File: src/rtl/dsp_mul_arb.sv
// dsp_mul_arb: shares one 2-stage dsp_mul multiply-accumulate block between
// NREQ requesters. Grants at most one request per cycle, tracks the requester
// ID of each operation through the multiplier pipeline and returns results on
// one tagged response channel with backpressure.
//
// Arbitration: define DSP_MUL_ARB_RR_EN for round-robin; left undefined, the
// arbiter is fixed priority (lowest asserted index wins) and has no pointer.
//
// Ports:
//   clock0, aclr0          clock, asynchronous active-high reset
//   req_valid/req_ready    per-requester handshake (req_ready one-hot or zero)
//   req_a, req_b           NREQ x 32-bit operands, requester i at [32i+31:32i]
//   req_signa, req_signb   per-requester operand signedness
//   req_acc                NREQ x 64-bit accumulate addend (to chainin)
//   rsp_valid/rsp_ready    result handshake
//   rsp_id, rsp_result     requester index and acc + a*b (mod 2^64)
//   mul_*                  operand/sign/chainin/enable to dsp_mul, result back
//   busy                   any operation in flight
module dsp_mul_arb #(
   parameter int unsigned NREQ = 4,
   parameter int unsigned IDW  = $clog2(NREQ)
) (
   input  logic                 clock0,
   input  logic                 aclr0,
   input  logic [NREQ-1:0]      req_valid,
   output logic [NREQ-1:0]      req_ready,
   input  logic [NREQ*32-1:0]   req_a,
   input  logic [NREQ*32-1:0]   req_b,
   input  logic [NREQ-1:0]      req_signa,
   input  logic [NREQ-1:0]      req_signb,
   input  logic [NREQ*64-1:0]   req_acc,
   output logic                 rsp_valid,
   input  logic                 rsp_ready,
   output logic [IDW-1:0]       rsp_id,
   output logic [63:0]          rsp_result,
   output logic [31:0]          mul_dataa,
   output logic [31:0]          mul_datab,
   output logic                 mul_signa,
   output logic                 mul_signb,
   output logic [63:0]          mul_chainin,
   output logic                 mul_ena,
   input  logic [63:0]          mul_result,
   output logic                 busy
);

   // Pipeline tracking: s1 mirrors the multiplier input registers,
   // s2 mirrors dsp_mul.result.
   logic           s1_valid;
   logic [IDW-1:0] s1_id;
   logic           s2_valid;
   logic [IDW-1:0] s2_id;

   logic           any_valid;
   logic [IDW-1:0] grant;
   logic           fire;

`ifdef DSP_MUL_ARB_RR_EN
   logic [IDW-1:0] ptr;

   // Round-robin search starting at ptr, wrapping modulo NREQ.
   always_comb begin
      int unsigned idx;
      any_valid = 1'b0;
      grant     = '0;
      idx       = 0;
      for (int unsigned k = 0; k < NREQ; k++) begin
         idx = 32'(ptr) + k;
         if (idx >= NREQ) idx = idx - NREQ;
         if (!any_valid && req_valid[idx]) begin
            any_valid = 1'b1;
            grant     = IDW'(idx);
         end
      end
   end

   // Pointer moves past the winner only when a request actually fires.
   always_ff @(posedge clock0 or posedge aclr0) begin
      if (aclr0) begin
         ptr <= '0;
      end else if (fire) begin
         ptr <= (grant == IDW'(NREQ - 1)) ? '0 : grant + 1'b1;
      end
   end
`else
   // Fixed priority: scanning downward leaves the lowest asserted index.
   always_comb begin
      any_valid = 1'b0;
      grant     = '0;
      for (int k = int'(NREQ) - 1; k >= 0; k--) begin
         if (req_valid[k]) begin
            any_valid = 1'b1;
            grant     = IDW'(k);
         end
      end
   end
`endif

   // Pipeline advances unless a presented result is being held back.
   assign mul_ena = !s2_valid | rsp_ready;

   // Grant is suppressed during reset so nothing fires while aclr0 is high.
   always_comb begin
      req_ready = '0;
      if (any_valid && mul_ena && !aclr0) req_ready[grant] = 1'b1;
   end

   assign fire = |(req_valid & req_ready);

   // Operand mux; grant defaults to 0 when idle, chainin is zeroed then.
   assign mul_dataa   = req_a[grant*32 +: 32];
   assign mul_datab   = req_b[grant*32 +: 32];
   assign mul_signa   = req_signa[grant];
   assign mul_signb   = req_signb[grant];
   assign mul_chainin = any_valid ? req_acc[grant*64 +: 64] : 64'd0;

   // ID/valid tracking in lockstep with the multiplier's ena0-gated stages.
   always_ff @(posedge clock0 or posedge aclr0) begin
      if (aclr0) begin
         s1_valid <= 1'b0;
         s1_id    <= '0;
         s2_valid <= 1'b0;
         s2_id    <= '0;
      end else if (mul_ena) begin
         s1_valid <= fire;
         s1_id    <= grant;
         s2_valid <= s1_valid;
         s2_id    <= s1_id;
      end
   end

   assign rsp_valid  = s2_valid;
   assign rsp_id     = s2_id;
   assign rsp_result = mul_result;
   assign busy       = s1_valid | s2_valid;

endmodule

File: config.mk
export PLATFORM = sky130hd
export DESIGN_NAME = dsp_mul_arb
export DESIGN_NICKNAME = d
export VERILOG_FILES = /design/src/rtl/dsp_mul_arb.sv
export SDC_FILE = /design/constraint.sdc
export NUM_CORES = 1
export LEC_CHECK = 0
export ABC_CLOCK_PERIOD_IN_PS = 3300
export CAP_MARGIN = 10
export CORE_AREA = 2 2 311 313
export CTS_CLUSTER_DIAMETER = 100
export DETAILED_ROUTE_END_ITERATION = 10
export DIE_AREA = 0 0 313 315
export HOLD_SLACK_MARGIN = 0.08
export PLACE_DENSITY = 0.33
export SLEW_MARGIN = 20
export SYNTH_ARGS = -nofsm -noshare
export SYNTH_HDL_FRONTEND = slang
export SYNTH_SLANG_ARGS = --single-unit
File: constraint.sdc
create_clock -name clock0 -period 3.3 [get_ports clock0]
set_input_delay 0.33 -clock clock0 [delete_from_list [all_inputs] [get_ports clock0]]
set_output_delay 0.33 -clock clock0 [all_outputs]
set_load 0.03 [all_outputs]
Word level (Yosys, flattened, before mapping) --
Cells that the tools add are included.
Storage, ports and cells: register bits after elaboration 6, word-level logic and storage cells 34
Operators by class: bitwise logic cells 3, reductions and logical operators 6, shifts and indexed selects 3, magnitude comparators 2, multiplexer cells 16
Operators with widths (count):
- 128-bit by 8-bit indexed part select with 32-bit output | 2
- 256-bit by 9-bit indexed part select with 64-bit output | 1
- 64-bit two-way mux | 1
- 2-bit two-way mux | 4
- 1-bit two-way mux | 7
- 4-bit bitwise AND | 1
- 1-bit binary-select mux with 2-bit select | 2
- 4-bit two-way mux | 1
- 4-bit OR reduction | 1
- 1-bit logical AND | 3
- 2-bit by 3-bit less-than comparator with 1-bit output, second input constant | 1
- 1-bit demux with 2-bit select | 1
- 2-bit by 1-bit greater-or-equal comparator with 1-bit output, second input constant | 1
- 1-bit zero test | 2
- 1-bit OR | 2

Depth between registers and ports, before layout --
word-level depth 11, depth in mapped cells 7, depth with buffers taken out 3

Worst setup path after synthesis --
Ideal clock, no wire load.
kind flip-flop to output port, start register s2_valid, in the netlist rsp_valid, end output req_ready[1], setup slack 1.061 ns, arrival 1.909 ns, stages on the path, launching flop included 4, buffers on the path 1, path through dfrtp_1 nor2b_1 clkbuf_1 nor4b_1
On the way: word-level cells in the longest chain between the ends 5
RTL lines:
- start: declaration | line 50 | logic s2_valid;
- start signal: assignment | line 126 | s2_valid <= s1_valid;
- 1-bit zero test | line 99 | assign mul_ena = !s2_valid | rsp_ready;
- 1-bit OR | line 99
- 1-bit logical AND (2 in series) | line 104 | if (any_valid && mul_ena && !aclr0) req_ready[grant] = 1'b1;
- 4-bit two-way mux | line 104
- end: declaration | line 26 | output logic [NREQ-1:0] req_ready,
No other way between the ends.

Worst setup path after layout --
start input req_valid[3], end output mul_chainin[24]
On the way: word-level cells in the longest chain between the ends 6
RTL lines:
- start: declaration | line 25 | input logic [NREQ-1:0] req_valid,
- 2-bit two-way mux (4 in series) | line 90 | if (req_valid[k]) begin
- 256-bit by 9-bit indexed part select with 64-bit output | line 114 | assign mul_chainin = any_valid ? req_acc[grant*64 +: 64] : 64'd0;
- 64-bit two-way mux * | line 114
- end: declaration | line 40 | output logic [63:0] mul_chainin,
Mark *: on every way between the ends. The rest lies on a longest branch, timed or not.

==> results.json <==
{
  "seqCellArea_um2": 150,
  "first_iter_violations": 360,
  "cts_tree": "yes",
  "yosys_warnings": 0,
  "pwr-share-clk_pct": 8.0,
  "cts-resized-gates": 0,
  "rsz0062_at_grt": "false",
  "worst_setup_path_end_kind": "primary output",
  "viasPerCell": 3.23,
  "final_cell_mix": "clkdlybuf4s50_1 (572), nor2b_1 (131), buf_4 (87)",
  "worstSkewPairLatency_ns": 0.23,
  "htreeDepth": 1,
  "mostFrequentLayoutCell": "clkdlybuf4s50_1",
  "initial_utilization_pct": 5.98,
  "drt_wl_total_mm": 48.4,
  "crit_arrival_ns": 2.67,
  "wl_per_cell_um": 19.1,
  "vias": 8164,
  "cp.required_ns": 2.97,
  "status": "finished, final reports clean",
  "post_cts_buffers": 0,
  "max_freq_mhz": 333,
  "syn_to_final_growth_pct": 137,
  "skew_ns": 0.00129,
  "hp-class": "in -> async",
  "grt_pass1_vias": 8730,
  "final_nets": 1847,
  "dr.pass1.iters": 4,
  "globalRouteOverflowTotal": 0,
  "path_max_fanout": 24,
  "cts_buffer_depth": 2,
  "grt_max_degree": 126,
  "period_needed_ns": 3.00,
  "io_pins": 794,
  "path_class": "in -> out",
  "core.rowCount": 114,
  "core_mm2": 0.0957,
  "seq_area_frac_synth_pct": 2.62,
  "p_switching_w": 0.00106,
  "hold_viol": 0,
  "comb_power_share_pct": 88.2,
  "cts_made_buffers": 3,
  "slew_headroom_pct": 46.6,
  "clockRootBuffer": "clkbuf_16",
  "power.share.sequential_pct": 3.8,
  "leakage_nw": 4.48,
  "setup_tns_ns": 0,
  "setup_violations": 0,
  "p_sw_share_pct": 43.6,
  "dieArea_mm2": 0.0986,
  "multi_input_area_mm2": 0.00453,
  "worst_hold_slack_ns": 0.412,
  "antenna_left": 0,
  "die_h_um": 315,
  "ys_ff_latch": 6,
  "place_area_mm2": 0.0135,
  "fillers": 10900,
  "layout-drive-gt1-share_pct": 23.4,
  "fin_crit_sh_pct": 90.9,
  "cts.sinks": 6,
  "antenna_found_initial": 6,
  "path_clk_slew_ns": 0.03,
  "p_int_w": 0.00137,
  "start_kind": "input pin",
  "syn_inst": 710,
  "place_congestion": 0.857,
  "drc": 0,
  "power_density_mw_per_mm2": 179,
  "p_total_w": 0.00243,
  "gr-usage-all-layers_pct": 9.03,
  "syn_area_per_cell_um2": 8.06,
  "postSynthNetCount": 1301,
  "ir_drop_uv": 169,
  "die_x_um": 313,
  "slew_violations": 0,
  "ctsHoldBuffers": 0,
  "num_antenna_cells": 0,
  "dp_hpwl_mm": 40.7,
  "port_buffers": 665,
  "yosys.cell_types.count": 25,
  "syn-cell-area_mm2": 0.00572,
  "cap_violations": 0,
  "fin_area_mm2": 0.0136,
  "grt_pass1_wl_mm": 65.1,
  "worstMarginPinSlew_ns": 0.801
}
synthesized netlist by cell type:
master / number / share of area [%]
inv_1: 2 / 0.13
mux2_2: 2 / 0.39
o41ai_1: 1 / 0.15
nor2b_1: 131 / 14
nor3_2: 1 / 0.17
dfrtp_1: 6 / 2.6
nor2_1: 3 / 0.20
a221oi_2: 78 / 20
o21ai_0: 62 / 5.4
o21ai_1: 7 / 0.61
buf_2: 39 / 3.4
buf_8: 1 / 0.26
nor4b_1: 1 / 0.15
buf_12: 8 / 2.8
buf_6: 1 / 0.20
a221oi_1: 52 / 8.0
clkbuf_1: 45 / 3.0
o31ai_1: 53 / 7.0
nor2b_2: 1 / 0.15
o31ai_2: 78 / 17
buf_4: 66 / 8.7
and2_1: 1 / 0.11
and3_1: 2 / 0.22
nand2_1: 67 / 4.4
or2_2: 2 / 0.22
stage by stage:
stage / setup slack [ns] / utilization, % / instances
global placement: 0.348 / 14.1 / 2527
floorplan: 1.06 / - / 710
global route: 0.175 / 14.2 / 2530
finish: 0.301 / 14.2 / 2530
detailed placement: 0.303 / 14.1 / 2527
CTS: 0.301 / 14.2 / 2530
power by group through the flow:
stage	combinational [W]	clock [W]	sequential, W
after CTS	0.00218	0.000196	0.0000921
after global routing	0.00227	0.000201	0.0000932
after floorplan	0.00103	0	0.000102
after detailed placement	0.00217	0	0.0000926
after global placement	0.00217	0	0.0000922
final	0.00214	0.000195	0.0000916
path summary, 6_finish.rpt:
| kind | cells after the start | end | slack [ns] | startpoint |
|---|---|---|---|---|
| worst max-delay path | 6 | mul_chainin[24] | 0.30 | req_valid[3] |
| worst min-delay path | 2 | rsp_id[0] | 0.41 | aclr0 |
| worst max register to register | 3 | rsp_id[0] | 1.78 | rsp_valid |
| worst min register to register | 2 | s1_id[0] | 0.49 | s1_id[0] |
| max in group asynchronous | 2 | s1_valid | 2.68 | aclr0 |
| min in group clock0 | 2 | s1_id[0] | 0.49 | s1_id[0] |
kinds of logic (layout without fill, tap and decap cells):
| family | Yosys count | count (layout) | synth area share [%] |
|---|---|---|---|
| compound gates | 331 | 331 | 58.6 |
| simple gates | 209 | 209 | 19.9 |
| buf+inv | 162 | 706 | 18.4 |
| flops | 6 | 6 | 2.62 |
| mux | 2 | 2 | 0.394 |
layer usage:
layer	global-route usage, %	vias to the layer above	part of all wire (%)
met2	14.8	475	45
met1	10.7	3822	40
met5	0	-	0.087
met3	2.94	68	9.7
met4	4.12	6	5.2
li1	-	3793	-
area by class of cell:
class | instances | share of cell area (%)
Timing Repair Buffer | 701 | 53.1
Sequential cell | 6 | 1.11
Clock buffer | 3 | 0.554
Multi-Input combinational cell | 542 | 33.4
Tap cell | 1276 | 11.8
Inverter | 2 | 0.0554
flip-flops by register name, summed over array words and instances (netlist names):
name / cells
s1_id: 2
rsp_valid: 1
s1_valid: 1
rsp_id: 2
worst max-delay path, cell delays in order:
cell and delay [ns]:
clkdlybuf4s50_1 0.58, nor2b_4 0.22, buf_4 0.33, a221oi_1 0.14
o31ai_1 0.32, clkdlybuf4s50_1 0.73
Power figures use the tool's default switching activity.
